===== src/rtl/fetch_instr_queue_if.sv =====
// Fetch -> queue -> decode bus for fetch_instr_queue. The "master" side is the
// fetch/decoder environment; the "slave" side is the queue.
interface fetch_instr_queue_if #(
    parameter int DEPTH = 4,
    parameter int PC_W  = 64
);
    localparam int CNT_W = $clog2(DEPTH) + 1;

    // Valid/ready semantics on both sides: a transfer happens on a rising edge
    // where valid && ready && !flush_i; valid and its payload must hold until
    // that transfer, and ready never depends combinationally on valid.
    logic              flush_i;
    logic              fetch_valid_i;
    logic              fetch_ready_o;
    logic [PC_W-1:0]   fetch_pc_i;
    logic [31:0]       fetch_instr_i;
    logic              fetch_is_compressed_i;
    logic [15:0]       fetch_compressed_instr_i;
    logic              fetch_is_illegal_i;
    logic              fetch_ex_valid_i;
    logic              dec_valid_o;
    logic              dec_ready_i;
    logic [PC_W-1:0]   dec_pc_o;
    logic [31:0]       dec_instr_o;
    logic              dec_is_compressed_o;
    logic [15:0]       dec_compressed_instr_o;
    logic              dec_is_illegal_o;
    logic              dec_ex_valid_o;
    logic [CNT_W-1:0]  count_o;

    modport master (
        output flush_i, fetch_valid_i, fetch_pc_i, fetch_instr_i, fetch_is_compressed_i,
               fetch_compressed_instr_i, fetch_is_illegal_i, fetch_ex_valid_i, dec_ready_i,
        input  fetch_ready_o, dec_valid_o, dec_pc_o, dec_instr_o, dec_is_compressed_o,
               dec_compressed_instr_o, dec_is_illegal_o, dec_ex_valid_o, count_o
    );

    modport slave (
        input  flush_i, fetch_valid_i, fetch_pc_i, fetch_instr_i, fetch_is_compressed_i,
               fetch_compressed_instr_i, fetch_is_illegal_i, fetch_ex_valid_i, dec_ready_i,
        output fetch_ready_o, dec_valid_o, dec_pc_o, dec_instr_o, dec_is_compressed_o,
               dec_compressed_instr_o, dec_is_illegal_o, dec_ex_valid_o, count_o
    );
endinterface


===== src/rtl/fetch_instr_queue.sv =====
// Circular instruction queue between fetch/realign and decode, flushable.
// Optional macro FETCH_QUEUE_FALLTHROUGH_EN: zero-latency bypass when the queue is empty.
module fetch_instr_queue #(
    parameter int DEPTH = 4,
    parameter int PC_W  = 64
) (
    input logic               clk,
    input logic               reset_n,
    fetch_instr_queue_if.slave bus
);
    localparam int AW    = $clog2(DEPTH);
    localparam int CNT_W = AW + 1;
    localparam logic [CNT_W-1:0] FULL = CNT_W'(DEPTH);

    typedef struct packed {
        logic [PC_W-1:0] pc;
        logic [31:0]     instr;
        logic            is_compressed;
        logic [15:0]     compressed_instr;
        logic            is_illegal;
        logic            ex_valid;
    } entry_t;

    entry_t           mem [DEPTH];
    entry_t           in_entry;
    entry_t           out_entry;
    logic [AW-1:0]    rd_ptr;
    logic [AW-1:0]    wr_ptr;
    logic [CNT_W-1:0] count;
    logic             not_empty;
    logic             bypass;
    logic             push;
    logic             pop;

    assign in_entry = '{pc:               bus.fetch_pc_i,
                        instr:            bus.fetch_instr_i,
                        is_compressed:    bus.fetch_is_compressed_i,
                        compressed_instr: bus.fetch_compressed_instr_i,
                        is_illegal:       bus.fetch_is_illegal_i,
                        ex_valid:         bus.fetch_ex_valid_i};

    assign not_empty = (count != '0);

`ifdef FETCH_QUEUE_FALLTHROUGH_EN
    assign bypass = !not_empty && bus.fetch_valid_i && !bus.flush_i;
`else
    assign bypass = 1'b0;
`endif

    // A bypassed entry taken by the decoder in the same cycle is never stored.
    assign push = bus.fetch_valid_i && (count != FULL) && !bus.flush_i
                  && !(bypass && bus.dec_ready_i);
    assign pop  = not_empty && bus.dec_ready_i && !bus.flush_i;

    always_ff @(posedge clk or negedge reset_n) begin
        if (!reset_n) begin
            rd_ptr <= '0;
            wr_ptr <= '0;
            count  <= '0;
            for (int i = 0; i < DEPTH; i++) begin
                mem[i] <= '0;
            end
        end else if (bus.flush_i) begin
            rd_ptr <= '0;
            wr_ptr <= '0;
            count  <= '0;
        end else begin
            if (push) begin
                mem[wr_ptr] <= in_entry;
                wr_ptr      <= wr_ptr + AW'(1);
            end
            if (pop) begin
                rd_ptr <= rd_ptr + AW'(1);
            end
            if (push && !pop) begin
                count <= count + CNT_W'(1);
            end else if (pop && !push) begin
                count <= count - CNT_W'(1);
            end
        end
    end

    assign out_entry = bypass ? in_entry : mem[rd_ptr];

    assign bus.fetch_ready_o          = (count != FULL);
    assign bus.dec_valid_o            = not_empty || bypass;
    assign bus.dec_pc_o               = out_entry.pc;
    assign bus.dec_instr_o            = out_entry.instr;
    assign bus.dec_is_compressed_o    = out_entry.is_compressed;
    assign bus.dec_compressed_instr_o = out_entry.compressed_instr;
    assign bus.dec_is_illegal_o       = out_entry.is_illegal;
    assign bus.dec_ex_valid_o         = out_entry.ex_valid;
    assign bus.count_o                = count;

    a_no_overflow: assert property (@(posedge clk) disable iff (!reset_n) count <= FULL);
    a_no_underflow: assert property (@(posedge clk) disable iff (!reset_n) !(pop && count == '0));
    a_no_full_push: assert property (@(posedge clk) disable iff (!reset_n) !(push && count == FULL));
endmodule

===== src/flat_wrapper.sv =====
// flat-port wrapper written by rule: the top's interface ports become plain ports
module fetch_instr_queue_flat 
#(
    parameter int DEPTH = 4,
    parameter int PC_W  = 64
)
  (clk, reset_n, bus_flush_i, bus_fetch_valid_i, bus_fetch_pc_i, bus_fetch_instr_i, bus_fetch_is_compressed_i, bus_fetch_compressed_instr_i, bus_fetch_is_illegal_i, bus_fetch_ex_valid_i, bus_dec_ready_i, bus_fetch_ready_o, bus_dec_valid_o, bus_dec_pc_o, bus_dec_instr_o, bus_dec_is_compressed_o, bus_dec_compressed_instr_o, bus_dec_is_illegal_o, bus_dec_ex_valid_o, bus_count_o);
  fetch_instr_queue_if #(.DEPTH(DEPTH), .PC_W(PC_W)) bus_i ();
  input logic clk;
  input logic reset_n;
  input wire logic [$bits(bus_i.flush_i)-1:0] bus_flush_i;
  input wire logic [$bits(bus_i.fetch_valid_i)-1:0] bus_fetch_valid_i;
  input wire logic [$bits(bus_i.fetch_pc_i)-1:0] bus_fetch_pc_i;
  input wire logic [$bits(bus_i.fetch_instr_i)-1:0] bus_fetch_instr_i;
  input wire logic [$bits(bus_i.fetch_is_compressed_i)-1:0] bus_fetch_is_compressed_i;
  input wire logic [$bits(bus_i.fetch_compressed_instr_i)-1:0] bus_fetch_compressed_instr_i;
  input wire logic [$bits(bus_i.fetch_is_illegal_i)-1:0] bus_fetch_is_illegal_i;
  input wire logic [$bits(bus_i.fetch_ex_valid_i)-1:0] bus_fetch_ex_valid_i;
  input wire logic [$bits(bus_i.dec_ready_i)-1:0] bus_dec_ready_i;
  output wire logic [$bits(bus_i.fetch_ready_o)-1:0] bus_fetch_ready_o;
  output wire logic [$bits(bus_i.dec_valid_o)-1:0] bus_dec_valid_o;
  output wire logic [$bits(bus_i.dec_pc_o)-1:0] bus_dec_pc_o;
  output wire logic [$bits(bus_i.dec_instr_o)-1:0] bus_dec_instr_o;
  output wire logic [$bits(bus_i.dec_is_compressed_o)-1:0] bus_dec_is_compressed_o;
  output wire logic [$bits(bus_i.dec_compressed_instr_o)-1:0] bus_dec_compressed_instr_o;
  output wire logic [$bits(bus_i.dec_is_illegal_o)-1:0] bus_dec_is_illegal_o;
  output wire logic [$bits(bus_i.dec_ex_valid_o)-1:0] bus_dec_ex_valid_o;
  output wire logic [$bits(bus_i.count_o)-1:0] bus_count_o;
  assign bus_i.flush_i = bus_flush_i;
  assign bus_i.fetch_valid_i = bus_fetch_valid_i;
  assign bus_i.fetch_pc_i = bus_fetch_pc_i;
  assign bus_i.fetch_instr_i = bus_fetch_instr_i;
  assign bus_i.fetch_is_compressed_i = bus_fetch_is_compressed_i;
  assign bus_i.fetch_compressed_instr_i = bus_fetch_compressed_instr_i;
  assign bus_i.fetch_is_illegal_i = bus_fetch_is_illegal_i;
  assign bus_i.fetch_ex_valid_i = bus_fetch_ex_valid_i;
  assign bus_i.dec_ready_i = bus_dec_ready_i;
  assign bus_fetch_ready_o = bus_i.fetch_ready_o;
  assign bus_dec_valid_o = bus_i.dec_valid_o;
  assign bus_dec_pc_o = bus_i.dec_pc_o;
  assign bus_dec_instr_o = bus_i.dec_instr_o;
  assign bus_dec_is_compressed_o = bus_i.dec_is_compressed_o;
  assign bus_dec_compressed_instr_o = bus_i.dec_compressed_instr_o;
  assign bus_dec_is_illegal_o = bus_i.dec_is_illegal_o;
  assign bus_dec_ex_valid_o = bus_i.dec_ex_valid_o;
  assign bus_count_o = bus_i.count_o;
  fetch_instr_queue #(.DEPTH(DEPTH), .PC_W(PC_W)) u_core (.clk(clk), .reset_n(reset_n), .bus(bus_i));
endmodule

===== config.mk =====
export PLATFORM = sky130hd
export DESIGN_NAME = fetch_instr_queue_flat
export DESIGN_NICKNAME = d
export VERILOG_FILES = /design/src/rtl/fetch_instr_queue_if.sv /design/src/rtl/fetch_instr_queue.sv /design/src/flat_wrapper.sv
export SDC_FILE = /design/constraint.sdc
export NUM_CORES = 1
export LEC_CHECK = 0
export BUFFER_PORTS_ARGS = -buffer_cell sky130_fd_sc_hd__buf_4
export CAP_MARGIN = 20
export CORE_MARGIN = 3
export CORE_UTILIZATION = 35
export CTS_CLUSTER_DIAMETER = 150
export CTS_CLUSTER_SIZE = 24
export DETAILED_ROUTE_END_ITERATION = 16
export REMOVE_ABC_BUFFERS = 1
export SYNTH_ARGS = -nofsm -noshare
export SYNTH_HDL_FRONTEND = slang
export SYNTH_SLANG_ARGS = --single-unit

===== constraint.sdc =====
create_clock -name clk -period 2.22 [get_ports clk]
set_input_delay 0.222 -clock clk [delete_from_list [all_inputs] [get_ports clk]]
set_output_delay 0.222 -clock clk [all_outputs]
set_load 0.02 [all_outputs]

* After elaboration in Yosys (flattened, before gate mapping) *
Index checks and enable logic that the tools add are counted.

word-level totals
  flip-flop bits (word level) = 467
  output and inout port bits = 120

cells by class
  add/subtract/negate cells = 4
  bitwise logic cells = 3
  reductions and logical operators = 15
  magnitude comparators = 3
  equality and inequality tests = 1
  mux-type cells = 13

operators with widths
  kind                                                        number
  bitwise mux 460 bit                                         1
  two-way mux 115 bit                                         3
  binary-select mux 115 bit (select 2 bit)                    1
  demux 115 bit (select 2 bit)                                1
  two-way mux 3 bit                                           3
  two-way mux 2 bit                                           4
  logical AND 1 bit                                           7
  greater-or-equal comparator 3 bit, second input constant    2
  inverter 2 -> 3 bit                                         2
  nonzero test 3 bit                                          2
  adder 2 x 1 -> 2 bit, second input constant                 2
  nonzero test 2 bit                                          2
  adder 3 x 1 -> 3 bit, second input constant                 1
  zero test 1 bit                                             3
  less-than comparator 3 x 1 -> 1 bit, second input constant  1
  != test 3 bit, second input constant                        1
  subtractor 3 x 1 -> 3 bit, second input constant            1
  AND reduction 2 bit                                         1
  inverter 1 bit                                              1

* Longest topological paths before layout *
  depth after elaboration = 8
  gate-level depth with buffers = 8

* Worst setup path after synthesis *
No wires, ideal clock.

  path type = reg-to-reg
  start = register u_core.count[0] (netlist: u_core.bus.count_o[0])
  end = register u_core.count[2] (netlist: u_core.bus.count_o[2])
  arrival = 2.002 ns
  clock period less this slack = 2.068 ns
  buffers on the path = 1
  slack = 0.152 ns
  stages on the path, launching flop included = 8
  data required time = 2.154 ns
  cell sequence = dfrtp_1 > buf_2 > nor3b_4 > nor4_1 > fa_1 > a21bo_2 > a311oi_1 > o311a_1

between the ends
  cells in the longest elaborated chain, start to end = 7
  elaborated cells on any way between the ends = 16
  those cells by class = add/sub: 2; eq/ne: 1; mux: 3; reduce/logical: 10

RTL lines
  item                                                                               RTL line                 source
  start: declaration                                                                 fetch_instr_queue.sv:29  logic [CNT_W-1:0] count;
  start signal: assignment                                                           fetch_instr_queue.sv:76  count <= count + CNT_W'(1);
  start signal: assignment                                                           fetch_instr_queue.sv:78  count <= count - CNT_W'(1);
  parallel branches: the longest is 7 deep, another holds subtractor 3 x 1 -> 3 bit  -

Several ways; the timed one is not identified. The select of a mux whose other input is x is not followed.
A chain may end at the register's enable or synchronous reset.

* Worst setup path after layout *
  start = register u_core.rd_ptr[0]
  end = output port bus_dec_compressed_instr_o[4]

between the ends
  cells in the longest elaborated chain, start to end = 4

RTL lines
  item                                                     RTL line                 source
  start: declaration                                       fetch_instr_queue.sv:27  logic [AW-1:0] rd_ptr;
  start signal: assignment                                 fetch_instr_queue.sv:73  rd_ptr <= rd_ptr + AW'(1);
  inverter 2 -> 3 bit (not written as such)                fetch_instr_queue.sv:83  assign out_entry = bypass ? in_entry : mem[rd_ptr];
  binary-select mux 115 bit (select 2 bit)                 fetch_instr_queue.sv:83
  two-way mux 115 bit (not written as such) (2 in series)  fetch_instr_queue.sv:83
  end: declaration                                         flat_wrapper.sv:25       output wire logic [$bits(bus_i.dec_compressed_instr_o)-1:0] bus_dec_compressed_instr_o;

No other way between the ends. The select of a mux whose other input is x is not followed.

==> out/qor.yml <==
finish:
  drive_gt1_share_pct: 58.6
  num-fill-cells: 5048
  final-seq-area_um2: 11700
  area_growth_pct: 28.4
  multi_input_area_um2: 8340
  design_area_um2: 26300
  final_nets: 1683
  final_cells: 2326
synth:
  synth_edf_count: 0
  synthFlopType: "dfrtp_1"
  syn_avg_cell_area_um2: 17.5
  async_flop_share_pct: 100
  yosysSeqAreaShare_pct: 57.0
  yosysWarningCount: 0
  synth_seq_cells: 467
  post-synth-top-count-cell: "dfrtp_1"
  netlist.area_leader.share_pct: 57.0
  synth_area_leaders: "dfrtp_1, mux2_2, mux4_2"
  syn_area_um2: 20500
  synth_cell_types: 35
  yosys-top-cells-count: "dfrtp_1, mux2_2, mux4_2"
  yosysTopAreaCell: "dfrtp_1"
  synth_cells: 1172
pwr:
  p_per_area_nw_per_um2: 1300
  switching_share_pct: 32.1
  p_comb_share_pct: 46.4
  power_switching_w: 0.0110
  power.share.clock_pct: 13.6
  seqPwrFrac_pct: 40.1
  ir_drop_mv: 0.817
  cellLeakagePower_nw: 11.7
  p_int_w: 0.0232
critical_path:
  required_ps: 2000
  reg2reg_slack_ps: 90
  path_max_fanout: 11
  endpoint_kind: "output port"
  worst_r2r_path_depth: 6
  critPathLaunchType: "flop"
  cp.arrival_ps: 2200
  worstReg2RegStart: "u_core.bus.count_o[0]$_DFFE_PN0P_"
  worstReg2RegEnd: "u_core.bus.count_o[2]$_DFFE_PN0P_"
  critPathKind: "flop to output port"
floorplan:
  pin_count: 240
  die_y_um: 248
  initial_utilization_pct: 35.4
  core_um2: 57800
  die_w_um: 248
  rows: 88
  dieArea_um2: 61500
flow_run:
  drv_cap: 0
route:
  first_iter_violations: 559
  final_antenna_net_count: 0
  vias_per_cell: 5.05
  first_pass_iters: 4
  wl_um: 48500
  route.detailed.drc: 0
  vias: 11700
  wire_per_inst_um: 20.8
clock_network:
  cts_tree: "done"
  clkLatencyLatePin_ps: 590
  numClockSinks: 467
  cts_made_buffers: 23
  ctsHtreeMaxLevel: 1
  cts_root_buf: "clkbuf_16"
  cts.path.max_buffers: 3
  path_clk_slew_ps: 100
run_status:
  outcome: "complete, but fails checks"
  violations: "negative setup slack"
sta:
  worst_slew_pin_slew_ps: 698
  fin_crit_sh_pct: 109
  fin_worst_skew_ps: 24.5
  hold_violations: 0
  rsz0062_at_grt: "true"
  slew_headroom_pct: 53.5
  final-max-slew-violation-count: 0
  post-route-min-period_ps: 2420
  fmax_mhz: 413
  fin_ws_ps: -204
  setup_viol: 114
place:
  dp.final_hpwl_um: 30400
  port_buffers: 239
  placed_area_um2: 23700
  placement.setup.worst_slack_ps: 143
  dp.cells: 2160
  globalplace.congestion: 0.750
grt:
  grt_pass1_wl_um: 76300
  grt_pass1_vias: 13200
  grt_max_degree: 69
  overflow: 0
  antenna_found_initial: 1
  track_usage_pct: 15.7
hold_path:
  min_path_cells: 4
  hold_path_end: "u_core.rd_ptr[0]$_DFFE_PN0P_"
  min_from: "bus_dec_ready_i"
  min_path_type: "input pin to flop"
## worst max-delay path by stage
stage	to	slack, ps	from
finish	bus_dec_compressed_instr_o[4]	-200	u_core.rd_ptr[0]$_DFFE_PN0P_
global route	bus_dec_compressed_instr_o[4]	-270	u_core.rd_ptr[0]$_DFFE_PN0P_
CTS	bus_dec_pc_o[3]	-250	u_core.rd_ptr[0]$_DFFE_PN0P_
detailed placement	u_core.bus.count_o[2]$_DFFE_PN0P_	140	u_core.bus.count_o[1]$_DFFE_PN0P_
global placement	u_core.bus.count_o[2]$_DFFE_PN0P_	130	u_core.bus.count_o[1]$_DFFE_PN0P_
floorplan	u_core.rd_ptr[1]$_DFFE_PN0P_	-3530	u_core.rd_ptr[0]$_DFFE_PN0P_
## area by class of cell
type | instances | share of cell area, %
timing repair buffer | 441 | 17.8
inverter | 6 | 0.0856
tap | 765 | 3.64
clock buffer | 24 | 2.20
antenna | 2 | 0.0190
multi-input combinational | 619 | 31.7
sequential | 467 | 44.5
clock inverter | 2 | 0.0951
## layer usage
| layer | share of wire [%] | vias to the layer above | GRT usage, % |
|---|---|---|---|
| li1 | - | 5146 | - |
| met1 | 46 | 6381 | 22.5 |
| met2 | 48 | 186 | 25.7 |
| met3 | 4.0 | 36 | 2.61 |
| met4 | 1.6 | 0 | 2.57 |
| met5 | 0 | - | 0 |
## cell families after synthesis
| family | count (synthesis) | synth area share [%] |
|---|---|---|
| flip-flops | 467 | 57.0 |
| buffers and inverters | 86 | 2.38 |
| AND/OR/NAND/NOR | 22 | 0.727 |
| AO/OA/AOI/OAI | 11 | 0.397 |
| XOR/XNOR | 2 | 0.0855 |
| multiplexers | 579 | 39.0 |
| adder cells (fa/ha/maj) | 5 | 0.342 |
## layout by cell type (no fill, tap or decap), types with 2 or more instances in the layout
| cell type | n |
|---|---|
| buf_12 | 40 |
| clkbuf_16 | 25 |
| ha_1 | 4 |
| dfrtp_4 | 2 |
| nand3_1 | 2 |
| mux2_1 | 20 |
| mux2_4 | 50 |
| mux4_2 | 115 |
| buf_16 | 7 |
| nor2_1 | 9 |
| dlygate4sd3_1 | 118 |
| buf_6 | 104 |
| nand3b_1 | 2 |
| inv_1 | 5 |
| buf_4 | 169 |
| nand3_4 | 3 |
| a21oi_1 | 2 |
| mux2_2 | 392 |
| diode_2 | 2 |
| o21ai_0 | 2 |
| mux2i_1 | 2 |
| dfrtp_1 | 465 |
| xor2_1 | 2 |
## sequential cells by signal, indices dropped and copies added (netlist names)
signal,count
u_core.bus.count_o,3
u_core.mem,460
u_core.wr_ptr,2
u_core.rd_ptr,2
## critical path, cell delays in order (launching register included)
cell and delay (ps):
dfrtp_4 470, buf_12 120, buf_12 150, buf_12 170
mux4_2 540, buf_6 150
## stage by stage
step	power [W]	hold WS, ps	util, %	setup TNS (ps)
floorplan	0.0218	-73.6	-	-824620
global placement	0.0274	271	41.1	0
detailed placement	0.0278	265	41.1	0
CTS	0.0343	47.5	45.4	-21890
global route	0.0361	96.7	45.5	-22460
finish	0.0341	75.2	45.5	-13490
## power by group through the flow
stage	sequential [W]	clock, W	combinational (W)
floorplan	0.0135	0	0.00830
global placement	0.0137	0	0.0138
detailed placement	0.0138	0	0.0139
CTS	0.0136	0.00487	0.0158
global route	0.0141	0.00516	0.0168
finish	0.0137	0.00463	0.0158
## repair_timing
| item | 4_1_cts | 5_1_grt |
|---|---|---|
| hold buffers | 118 | 0 |
| hold endpoints to repair | 515 | 0 |
| setup buffers | 13 | 2 |
| pin swaps | 0 | 0 |
| gates cloned | 7 | 3 |
| endpoints found under the setup margin | 115 | 115 |
| resized for setup | 92 | 32 |
Note: power is estimated with default switching activity, not from simulation.
